[config.mk]
export PLATFORM = sky130hd
export DESIGN_NAME = apb_gpio_slave
export DESIGN_NICKNAME = d
export VERILOG_FILES = /design/src/rtl/apb_gpio_slave.sv
export SDC_FILE = /design/constraint.sdc
export NUM_CORES = 1
export LEC_CHECK = 0
export BUFFER_PORTS_ARGS = -buffer_cell sky130_fd_sc_hd__buf_2
export CORE_ASPECT_RATIO = 2
export CORE_MARGIN = 3
export CORE_UTILIZATION = 50
export DETAILED_ROUTE_END_ITERATION = 16
export GPL_TIMING_DRIVEN = 0
export HOLD_SLACK_MARGIN = 0.03
export PLACE_DENSITY = 0.8
export SLEW_MARGIN = 20
export SYNTH_ARGS = -nofsm -noshare
export SYNTH_HDL_FRONTEND = slang
export SYNTH_SLANG_ARGS = --single-unit
[constraint.sdc]
create_clock -name PCLK -period 2.78 [get_ports PCLK]
set_clock_uncertainty 0.15 [all_clocks]
set_input_delay 0.556 -clock PCLK [delete_from_list [all_inputs] [get_ports PCLK]]
set_output_delay 0.556 -clock PCLK [all_outputs]
set_load 0.05 [all_outputs]
[src/rtl/apb_gpio_slave.sv]
// APB completer exposing an 8-bit GPIO port: output data, direction, synchronized
// input and edge interrupts, with programmable wait states and PSLVERR on bad accesses.
module apb_gpio_slave #(
  parameter int WAIT_STATES = 1,
  parameter int SYNC_STAGES = 2
) (
  input  logic       PCLK,
  input  logic       PRESETn,
  input  logic       PSEL,
  input  logic       PENABLE,
  input  logic       PWRITE,
  input  logic [3:0] PADDR,
  input  logic [7:0] PWDATA,
  output logic [7:0] PRDATA,
  output logic       PREADY,
  output logic       PSLVERR,
  input  logic [7:0] gpio_in,
  output logic [7:0] gpio_out,
  output logic [7:0] gpio_oe,
  output logic       irq
);

  typedef enum logic [1:0] {IDLE, SETUP, ACCESS} state_t;

  localparam logic [1:0] WS = 2'(WAIT_STATES);

  state_t state, state_nxt;
  logic [1:0] cnt, cnt_nxt;

  logic [7:0] dout, dir, ie, isr, pol, prev;
  logic [SYNC_STAGES-1:0][7:0] sync_q;
  logic [7:0] din;
  logic [7:0] edges, clr, rmux;
  logic       complete, err, wr_en;

  assign PREADY   = (state == ACCESS) && (cnt == WS);
  assign complete = PSEL && PENABLE && PREADY;

  always_ff @(posedge PCLK or negedge PRESETn) begin
    if (!PRESETn) begin
      state <= IDLE;
      cnt   <= '0;
    end else begin
      state <= state_nxt;
      cnt   <= cnt_nxt;
    end
  end

  always_comb begin
    state_nxt = state;
    cnt_nxt   = cnt;
    case (state)
      IDLE: if (PSEL && !PENABLE) state_nxt = SETUP;
      SETUP: begin
        if (!PSEL) state_nxt = IDLE;
        else begin
          state_nxt = ACCESS;
          cnt_nxt   = '0;
        end
      end
      ACCESS: begin
        if (!PSEL) state_nxt = IDLE;
        else if (complete) state_nxt = (PSEL && !PENABLE) ? SETUP : IDLE;
        else if (cnt < WS) cnt_nxt = cnt + 2'd1;
      end
      default: state_nxt = IDLE;
    endcase
  end

  // 0x2 is read-only; 0x6..0xF are unmapped
  assign err   = (PADDR > 4'd5) || (PWRITE && PADDR == 4'd2);
  assign wr_en = complete && PWRITE && !err;
  assign clr   = (wr_en && PADDR == 4'd4) ? PWDATA : 8'h00;

  assign din   = sync_q[SYNC_STAGES-1];
  assign edges = ((~pol & din & ~prev) | (pol & ~din & prev)) & ~dir;

  always_ff @(posedge PCLK or negedge PRESETn) begin
    if (!PRESETn) begin
      dout   <= '0;
      dir    <= '0;
      ie     <= '0;
      isr    <= '0;
      pol    <= '0;
      prev   <= '0;
      sync_q <= '0;
    end else begin
      sync_q <= {sync_q[SYNC_STAGES-2:0], gpio_in};
      prev   <= din;
      // a fresh edge outranks a same-cycle clear
      isr    <= (isr & ~clr) | edges;
      if (wr_en) begin
        case (PADDR)
          4'd0:    dout <= PWDATA;
          4'd1:    dir  <= PWDATA;
          4'd3:    ie   <= PWDATA;
          4'd5:    pol  <= PWDATA;
          default: ;
        endcase
      end
    end
  end

  always_comb begin
    rmux = 8'h00;
    case (PADDR)
      4'd0:    rmux = dout;
      4'd1:    rmux = dir;
      4'd2:    rmux = din;
      4'd3:    rmux = ie;
      4'd4:    rmux = isr;
      4'd5:    rmux = pol;
      default: rmux = 8'h00;
    endcase
  end

  assign PRDATA   = PREADY ? rmux : 8'h00;
  assign PSLVERR  = complete && err;
  assign gpio_out = dout;
  assign gpio_oe  = dir;
  assign irq      = |(isr & ie);

endmodule
# Yosys cells after proc, flatten, opt, wreduce, memory -nomap -nowiden
# Index checks and enable logic that the tools add are counted.
# word_totals
input_bits	25
elab_cells	77
register_bits	68
out_inout_bits	27
# op_classes
n_addsub	1
n_eq_ne	14
n_bitwise	14
n_reduce_logical	22
muxes	14
magnitude_cmp	2
# ops
op	n
$and A8 B8 Y8	7
$pmux W8 S6	1
$not A8 Y8	5
$mux W2	8
$mux W8	2
$or A8 B8 Y8	2
$reduce_and A2 Y1	5
$logic_and A1 B1 Y1	9
$eq A4 B2 Y1 const B	2
$eq A4 B3 Y1 const B	2
$ne A2 B2 Y1 const B	4
$reduce_or A8 Y1	1
$pmux W2 S3	1
$reduce_and A5 Y1	1
$eq A2 B1 Y1 const B	2
$eq A4 B1 Y1 const B	1
$gt A4 B3 Y1 const B	1
$logic_not A4 Y1	1
$pmux W2 S2	1
$ne A3 B3 Y1 const B	1
$add A2 B1 Y2 const B	1
$eq A2 B2 Y1 const B	1
$logic_not A1 Y1	2
$logic_not A2 Y1	1
5 further kinds	5

# Longest topological paths before layout
# Gate-level depths: netlist of run 1.
# logic_depth
ltp_word	10
mapped_depth	7
ltp_nobuf	6

# Worst setup path after synthesis of run 1
# OpenSTA, ideal clock, no wires.
# synth_path
kind	register to output
from	reg cnt[1]
to	out PRDATA[5]
required_ps	2074
stages_incl_launch_ff	7
slack_ps	-497
arrival_ps	2571
cell_sequence	dfrtp_1 > inv_1 > ha_1 > nand3b_4 > inv_1 > nand2b_1 > a211oi_1
# synth_via
elab_chain_len	3
# synth_rtl
item	line	text
from (decl)	28	logic [1:0] cnt, cnt_nxt;
from (signal assigned)	45	cnt <= cnt_nxt;
$eq A2 B1 Y1	36	assign PREADY = (state == ACCESS) && (cnt == WS);
$logic_and A1 B1 Y1	36	
named net PREADY	15	output logic PREADY,
$mux W8	117	assign PRDATA = PREADY ? rmux : 8'h00;
to (decl)	14	output logic [7:0] PRDATA,
# The timed path passes the listed nets, and every way through them passes these cells.

# Worst setup path after layout of run 1
# layout_path
from	in PADDR[1]
to	out PRDATA[7]
# layout_via
elab_chain_len	3
elab_cells_between_ends	8
classes_between	eq/ne (5); mux (2); reduce/logical (1)
# layout_rtl
item	line	text
from (decl)	12	input logic [3:0] PADDR,
$eq A4 B3 Y1 (tied with other cells)	106	case (PADDR)
$pmux W8 S6 (*)	106	
$mux W8 (*)	117	
# Mark *: on every way between the ends. The rest lies on a longest branch, timed or not.

==> Implementation_results.wiki, run 1 <==
{| class="wikitable"
! Metric !! Value
|-
| Global routing usage on met1 || 26.6%
|-
| Async set-reset flop share out of synthesis || 100%
|-
| Most common cell after layout, fill and taps aside || sky130_fd_sc_hd__dfrtp_1
|-
| Synthesized-area fraction occupied by and/or/nand/nor cells || 13.7%
|-
| Number of synthesis warnings || 0
|-
| Post-layout instance count excluding filler cells || 372
|-
| Share of final-layout standard cells stronger than drive strength 1 || 39.2%
|-
| Number of core rows || 40
|-
| Drt via density || 6.12
|-
| Number of pins with negative max-slew slack in the final report || 0
|-
| Internal Dissipation || 1.78 mW
|-
| Static Leakage || 1.80 nW
|-
| Adder-cell area share of the yosys netlist || 0.803%
|-
| Leftover overflow at the end of global routing || 0
|-
| WP data required || 2070 ps
|-
| Total standard cell area after synthesis || 3120 µm²
|-
| Synthesized instance count || 242
|-
| Max-capacitance violation count || 0
|-
| Width of the die || 61.8 µm
|-
| Switching pwr || 0.528 mW
|-
| Post-synth EDFFs || 0
|-
| Status || finished clean
|-
| RSZ-0062 raised after global routing || false
|-
| Synth Area in Compound Gates || 12.1%
|-
| Num CTS Buffers || 9
|-
| Average instance area after synthesis || 12.9 µm²
|-
| Hold path cells || 1
|-
| Register area share after synthesis || 54.6%
|-
| Cell variety after synth || 38
|-
| Layer carrying the most global-route usage || met2
|-
| Clock tree sinks || 68
|-
| Post-synthesis cell type with the largest combined area || sky130_fd_sc_hd__dfrtp_1
|-
| Max Fanout on Critical Path || 10
|-
| Dominant cells by area after synthesis || sky130_fd_sc_hd__dfrtp_1, sky130_fd_sc_hd__mux2_2, sky130_fd_sc_hd__a22oi_1
|-
| Category of the most critical setup path || in -> out
|-
| Count of state elements after synthesis || 68
|-
| Switching portion of total power || 22.9%
|-
| Proportion of synthesized area in mux cells || 16.7%
|-
| Number of buffers on the longest clock path || 2
|-
| Quantity of I/O buffers inserted on ports || 49
|-
| Post-detailed-route wirelength per cell || 19.6 µm
|-
| Logic gate share of total power || 9.0%
|-
| Source-to-sink clock delay at the later pin of the worst-skew pair || 330 ps
|-
| Period minus WS final || 2710 ps
|-
| Cell Count Post-Placement || 355
|-
| Post-Synth XOR/XNOR Area || 0%
|-
| CP Capture Type || primary output
|-
| Final worst-path setup slack || 74.0 ps
|-
| Worst slack at placement || -277 ps
|-
| Remaining antenna violation count after routing || 0
|-
| DRC violation count after routing || 0
|-
| DIE AREA || 7270 µm²
|-
| Met3 Resource Use GR || 5.71%
|-
| Clock tree root driver cell || sky130_fd_sc_hd__clkbuf_16
|-
| Depth of the worst register-to-register path || 7
|-
| Drt pass-1 iters || 4
|-
| Ports || 52
|-
| Power per Cell Area || 606 nW/µm²
|-
| Worst IR drop on VDD || 0.000535 V
|-
| Total routing usage reported by global routing || 22.9%
|-
| Core ar. || 6010 µm²
|-
| Reg power frac || 45.2%
|-
| Path class of the lowest-slack min-delay path || in -> reg
|-
| Number of diodes || 0
|-
| Area overhead of the layout relative to synthesis || 22.2%
|-
| Primary flip-flop cell chosen by synthesis mapping || sky130_fd_sc_hd__dfrtp_1
|-
| Max Freq || 370 MHz
|-
| Vias in the first global route || 2397
|-
| Commonest non-fill, non-tap cells in the layout || sky130_fd_sc_hd__dfrtp_1, sky130_fd_sc_hd__buf_2, sky130_fd_sc_hd__mux2_2
|-
| Clock transition at path regs || 50 ps
|-
| Category of the worst setup path launch point || input port
|-
| Final setup vio count || 0
|-
| Vertical die dimension || 118 µm
|-
| Number of antenna violations at the first check in global routing || 0
|-
| Routing usage on met2 || 36.4%
|-
| Clock tree from TritonCTS || done
|-
| WL final || 7280 µm
|-
| Synth top area share || 54.6%
|-
| Dominant combinational cell family by area after synthesis || multiplexers
|-
| Fill cell instance count of the final layout || 467
|-
| Number of nets in the final layout || 331
|-
| Setup TNS after final layout || 0 ps
|-
| Wire length of the first global-routing pass || 12000 µm
|-
| Vias after detailed routing || 2278
|-
| Detailed placer's ending HPWL || 5090 µm
|-
| Slew headroom || 45.5%
|-
| Routability Congestion || 0.835
|-
| Level count of the clock H-tree || 3
|-
| Fraction of the cycle the final worst path needs || 97.3%
|-
| Actual slew at the worst max-slew pin || 811 ps
|-
| Effective utilization at floorplan || 51.9%
|-
| DRC violation total after the first TritonRoute iteration || 75
|-
| Share of total power in the clock network || 45.8%
|-
| Final Hold Vio Count || 0
|-
| Pin count of the biggest net entering global routing || 47
|-
| Post-synth net total || 269
|-
| Arr. time, crit path || 2000 ps
|-
| Overall power after layout || 2.31 mW
|}
## power by group through the flow
stage | Sequential [mW] | Clock (mW) | Combinational (mW)
global placement | 1.06 | 0 | 0.187
detailed placement | 1.06 | 0 | 0.205
floorplan | 1.06 | 0 | 0.122
CTS | 1.04 | 1.08 | 0.208
finish | 1.04 | 1.06 | 0.208
global route | 1.05 | 1.13 | 0.231
## synthesized netlist by cell type, types with 2 or more instances
cell type                    n
sky130_fd_sc_hd__dfrtp_1    68
sky130_fd_sc_hd__mux2_2     32
sky130_fd_sc_hd__a22oi_1    15
sky130_fd_sc_hd__nor2b_1    15
sky130_fd_sc_hd__nand2_1    12
sky130_fd_sc_hd__a21oi_1    11
sky130_fd_sc_hd__o2bb2ai_1  10
sky130_fd_sc_hd__nor2_1      8
sky130_fd_sc_hd__nor3b_1     8
sky130_fd_sc_hd__inv_1       6
sky130_fd_sc_hd__mux2i_1     6
sky130_fd_sc_hd__nor4_4      5
sky130_fd_sc_hd__o22ai_1     4
sky130_fd_sc_hd__buf_1       3
sky130_fd_sc_hd__buf_2       3
sky130_fd_sc_hd__mux2_1      3
sky130_fd_sc_hd__mux4_2      3
sky130_fd_sc_hd__nor3_1      3
sky130_fd_sc_hd__clkbuf_1    2
sky130_fd_sc_hd__ha_1        2
sky130_fd_sc_hd__nand2b_1    2
sky130_fd_sc_hd__nand3_1     2
sky130_fd_sc_hd__o21a_1      2
sky130_fd_sc_hd__o21ai_0     2
sky130_fd_sc_hd__o21ba_2     2
## flip-flops by register name, summed over array words and instances (netlist names)
signal and flops:
gpio_oe 8, isr 8, prev 8, gpio_out 8, cnt 2, din 8
sync_q 8, ie 8, pol 8, state 2
## timing repair
action,4_1_cts,5_1_grt
gates resized for setup,7,7
pin swaps,0,0
endpoints found under the hold margin,22,0
setup endpoints to repair,8,6
hold buffers,1,0
setup buffers,0,0
## worst max-delay path: stages
cell and delay, ps:
sky130_fd_sc_hd__buf_2 250, sky130_fd_sc_hd__buf_2 350, sky130_fd_sc_hd__nor2b_4 100, sky130_fd_sc_hd__a22oi_1 210
sky130_fd_sc_hd__o22ai_1 120, sky130_fd_sc_hd__o21ba_2 210, sky130_fd_sc_hd__clkbuf_4 200
## cell families after synthesis
group,Yosys count
AO/OA/AOI/OAI,52
adder cells (fa/ha/maj),2
buffers and inverters,15
flip-flops,68
multiplexers,44
AND/OR/NAND/NOR,61
## metal layers
metal  wire [µm]  vias to the layer above
met5           0                        -
met4         285                        0
met3         404                       23
met2        3970                       84
met1        2610                     1141
li1            -                     1030
## final cells by class
cell class                 instances  area [µm²]  area share, %
buffer                             9        46.3           1.22
clock buffer                      15         278           7.30
clock inverter                     1        5.00          0.131
inverter                           6        22.5          0.592
multi-input combinational        159        1380           36.3
sequential                        68        1700           44.7
tap                               63        78.8           2.07
timing repair buffer              51         293           7.69
## through the flow
step	hold slack [ps]	cell area [µm²]	utilization [%]
CTS	170	3790	63.1
floorplan	110	3130	-
global placement	184	3450	57.5
global route	167	3810	63.4
detailed placement	185	3480	58.0
finish	180	3810	63.4
## worst paths after layout
kind | slack (ps) | end | from
worst max-delay path | 70 | PRDATA[7] | PADDR[1]
min in group asynchronous | 520 | din[2]$_DFF_PN0_ | PRESETn
worst min register to register | 190 | din[5]$_DFF_PN0_ | sync_q[5]$_DFF_PN0_
max in group asynchronous | 1430 | din[6]$_DFF_PN0_ | PRESETn
worst min-delay path | 180 | sync_q[3]$_DFF_PN0_ | gpio_in[3]
worst max register to register | 240 | gpio_out[6]$_DFFE_PN0P_ | cnt[1]$_DFFE_PN0P_
(Power assumes the default switching activity.)
==> inputs of run 2 (changes only) <==
Settings changed: SKIP_CTS_REPAIR_TIMING from default to 1.
Clock period 2.78 ns to 3.46 ns, I/O delays scaled along.
==> Implementation_results.wiki, run 2 (synthesis results as in run 1) <==
{| class="wikitable"
! Metric !! Value
|-
| Status || finished clean (unchanged)
|-
| Number of antenna violations at the first check in global routing || 0 (unchanged)
|-
| Period minus WS final || 3240 ps
|-
| Clock tree from TritonCTS || done (unchanged)
|-
| Critical path's most frequent cell || sky130_fd_sc_hd__buf_2 (unchanged)
|-
| Vias after detailed routing || 2210 (was 2278)
|-
| Quantity of I/O buffers inserted on ports || 49 (unchanged)
|-
| Slowest library cell on the worst path || sky130_fd_sc_hd__buf_1 (was sky130_fd_sc_hd__buf_2)
|-
| DRC violation total after the first TritonRoute iteration || 99 (was 75)
|-
| Logic gate share of total power || 8.7% (was 9.0%)
|-
| Clock tree sinks || 68 (unchanged)
|-
| Worst setup path endpoint || PRDATA[7] (unchanged)
|-
| CP Capture Type || primary output (unchanged)
|-
| Total routing usage reported by global routing || 21.9% (was 22.9%)
|-
| Critical Path, Cell by Cell || buf_2 > buf_1 > nor2b_1 > a22oi_1 > o22ai_1 > o21ba_2 > buf_2 (was buf_2 > buf_2 > nor2b_4 > a22oi_1 > o22ai_1 > o21ba_2 > clkbuf_4)
|-
| DRC violation count after routing || 0 (unchanged)
|-
| Post-detailed-route wirelength per cell || 19.1 µm (was 19.6 µm)
|-
| Source-to-sink clock delay at the later pin of the worst-skew pair || 330 ps (about the same)
|-
| Depth of the worst register-to-register path || 7 (unchanged)
|-
| Power per Cell Area || 493 nW/µm² (was 606 nW/µm²)
|-
| Max incr delay on CP || 490 ps (was 350 ps)
|-
| Drt via density || 5.96 (was 6.12)
|-
| Area overhead of the layout relative to synthesis || 20.6% (was 22.2%)
|-
| Switching pwr || 0.424 mW (was 0.528 mW)
|-
| Detailed placer's ending HPWL || 5090 µm (about the same)
|-
| Pin count of the biggest net entering global routing || 54 (was 47)
|-
| Core ar. || 6010 µm² (unchanged)
|-
| Worst IR drop on VDD || 0.000439 V (was 0.000535 V)
|-
| Commonest non-fill, non-tap cells in the layout || sky130_fd_sc_hd__dfrtp_1, sky130_fd_sc_hd__buf_2, sky130_fd_sc_hd__mux2_2 (unchanged)
|-
| Switching portion of total power || 22.9% (about the same)
|-
| DIE AREA || 7270 µm² (unchanged)
|-
| Final Hold Vio Count || 0 (unchanged)
|-
| Post-place instance area || 3470 µm² (was 3480 µm²)
|-
| Post-layout instance count excluding filler cells || 371 (was 372)
|-
| End of the worst register-to-register path || gpio_out[4]$_DFFE_PN0P_ (was gpio_out[6]$_DFFE_PN0P_)
|-
| Number of pins with negative max-slew slack in the final report || 0 (unchanged)
|-
| Number of buffers on the longest clock path || 2 (unchanged)
|-
| Share of final-layout standard cells stronger than drive strength 1 || 36.7% (was 39.2%)
|-
| Category of the most critical setup path || in -> out (unchanged)
|-
| Cell Count Post-Placement || 355 (unchanged)
|-
| Vias in the first global route || 2404 (was 2397)
|-
| Final setup vio count || 0 (unchanged)
|-
| Routability Congestion || 0.822 (was 0.835)
|-
| Final design instance area without fill || 3760 µm² (was 3810 µm²)
|-
| Effective utilization at floorplan || 51.9% (unchanged)
|-
| Actual slew at the worst max-slew pin || 794 ps (was 811 ps)
|-
| Num CTS Buffers || 9 (unchanged)
|-
| Reg power frac || 45.3% (was 45.2%)
|-
| Most common cell after layout, fill and taps aside || sky130_fd_sc_hd__dfrtp_1 (unchanged)
|-
| Wire length of the first global-routing pass || 11500 µm (was 12000 µm)
|-
| Vertical die dimension || 118 µm (unchanged)
|-
| Level count of the clock H-tree || 3 (unchanged)
|-
| Max Fanout on Critical Path || 10 (unchanged)
|-
| Ports || 52 (unchanged)
|-
| RSZ-0062 raised after global routing || false (unchanged)
|-
| Leftover overflow at the end of global routing || 0 (unchanged)
|-
| Worst slack at placement || 267 ps (was -277 ps)
|-
| WL final || 7070 µm (was 7280 µm)
|-
| Arr. time, crit path || 2390 ps (was 2000 ps)
|-
| Share of total power in the clock network || 46.0% (was 45.8%)
|-
| Number of nets in the final layout || 330 (was 331)
|-
| Fill cell instance count of the final layout || 489 (was 467)
|-
| Reg2Reg Setup Slack || 880 ps (was 240 ps)
|-
| Number of diodes || 0 (unchanged)
|-
| Remaining antenna violation count after routing || 0 (unchanged)
|-
| Drt pass-1 iters || 5 (was 4)
|-
| Category of the worst setup path launch point || input port (unchanged)
|-
| Clock transition at path regs || 50 ps (about the same)
|-
| Max-capacitance violation count || 0 (unchanged)
|-
| Clock tree root driver cell || sky130_fd_sc_hd__clkbuf_16 (unchanged)
|-
| Internal Dissipation || 1.43 mW (was 1.78 mW)
|-
| Slew headroom || 46.6% (was 45.5%)
|-
| Static Leakage || 1.78 nW (was 1.80 nW)
|-
| Number of core rows || 40 (unchanged)
|-
| Fraction of the cycle the final worst path needs || 93.5%
|-
| Max Freq || 309 MHz
|-
| Width of the die || 61.8 µm (unchanged)
|-
| Setup TNS after final layout || 0 ps (unchanged)
|-
| Final worst-path setup slack || 223 ps (was 74.0 ps)
|-
| Path class of the lowest-slack min-delay path || in -> async (was in -> reg)
|-
| WP data required || 2620 ps (was 2070 ps)
|-
| Beginning of the critical path || PADDR[0] (was PADDR[1])
|-
| Overall power after layout || 1.85 mW (was 2.31 mW)
|-
| Startpoint of the worst register-to-register path || cnt[1]$_DFFE_PN0P_ (unchanged)
|}
run 2: through the flow:
step / util [%] / hold WS [ps]
after detailed placement: 57.9 / 185
after CTS: 62.6 / 71.2
after floorplan: - / 181
after global placement: 57.4 / 184
final: 62.6 / 70.2
after global routing: 62.6 / 82.2
run 2: metal layers:
metal  global-route usage [%]  wire length, µm
met1                     24.6             2710
met2                     36.9             3870
met3                     5.49              283
met4                     10.1              209
met5                        0                0
run 2: worst max-delay path: cells and delay by family:
kind                   cells  cell delay [ps]
buffers and inverters      3              980
AOI/OAI and AO/OA          3              450
and+or+nand+nor            1              270
run 2: worst min path at each step:
stage	endpoint
after floorplan	din[0]$_DFF_PN0_
after global placement	din[3]$_DFF_PN0_
after detailed placement	din[5]$_DFF_PN0_
after CTS	gpio_oe[2]$_DFFE_PN0P_
after global routing	gpio_oe[2]$_DFFE_PN0P_
final	gpio_oe[2]$_DFFE_PN0P_
run 2: cell type report:
cell class	instances	area, µm²	area share [%]
clock inverter	1	5.00	0.133
inverter	6	22.5	0.599
timing repair buffer	50	275	7.33
buffer	9	41.3	1.10
multi-input combinational	159	1360	36.1
clock buffer	15	278	7.39
tap	63	78.8	2.10
sequential	68	1700	45.3
run 2: power by group through the flow:
stage	registers, mW	clock network, mW	logic, mW
after floorplan	0.848	0	0.0971
after global placement	0.849	0	0.150
after detailed placement	0.851	0	0.164
after CTS	0.838	0.864	0.164
after global routing	0.841	0.896	0.178
final	0.838	0.852	0.162
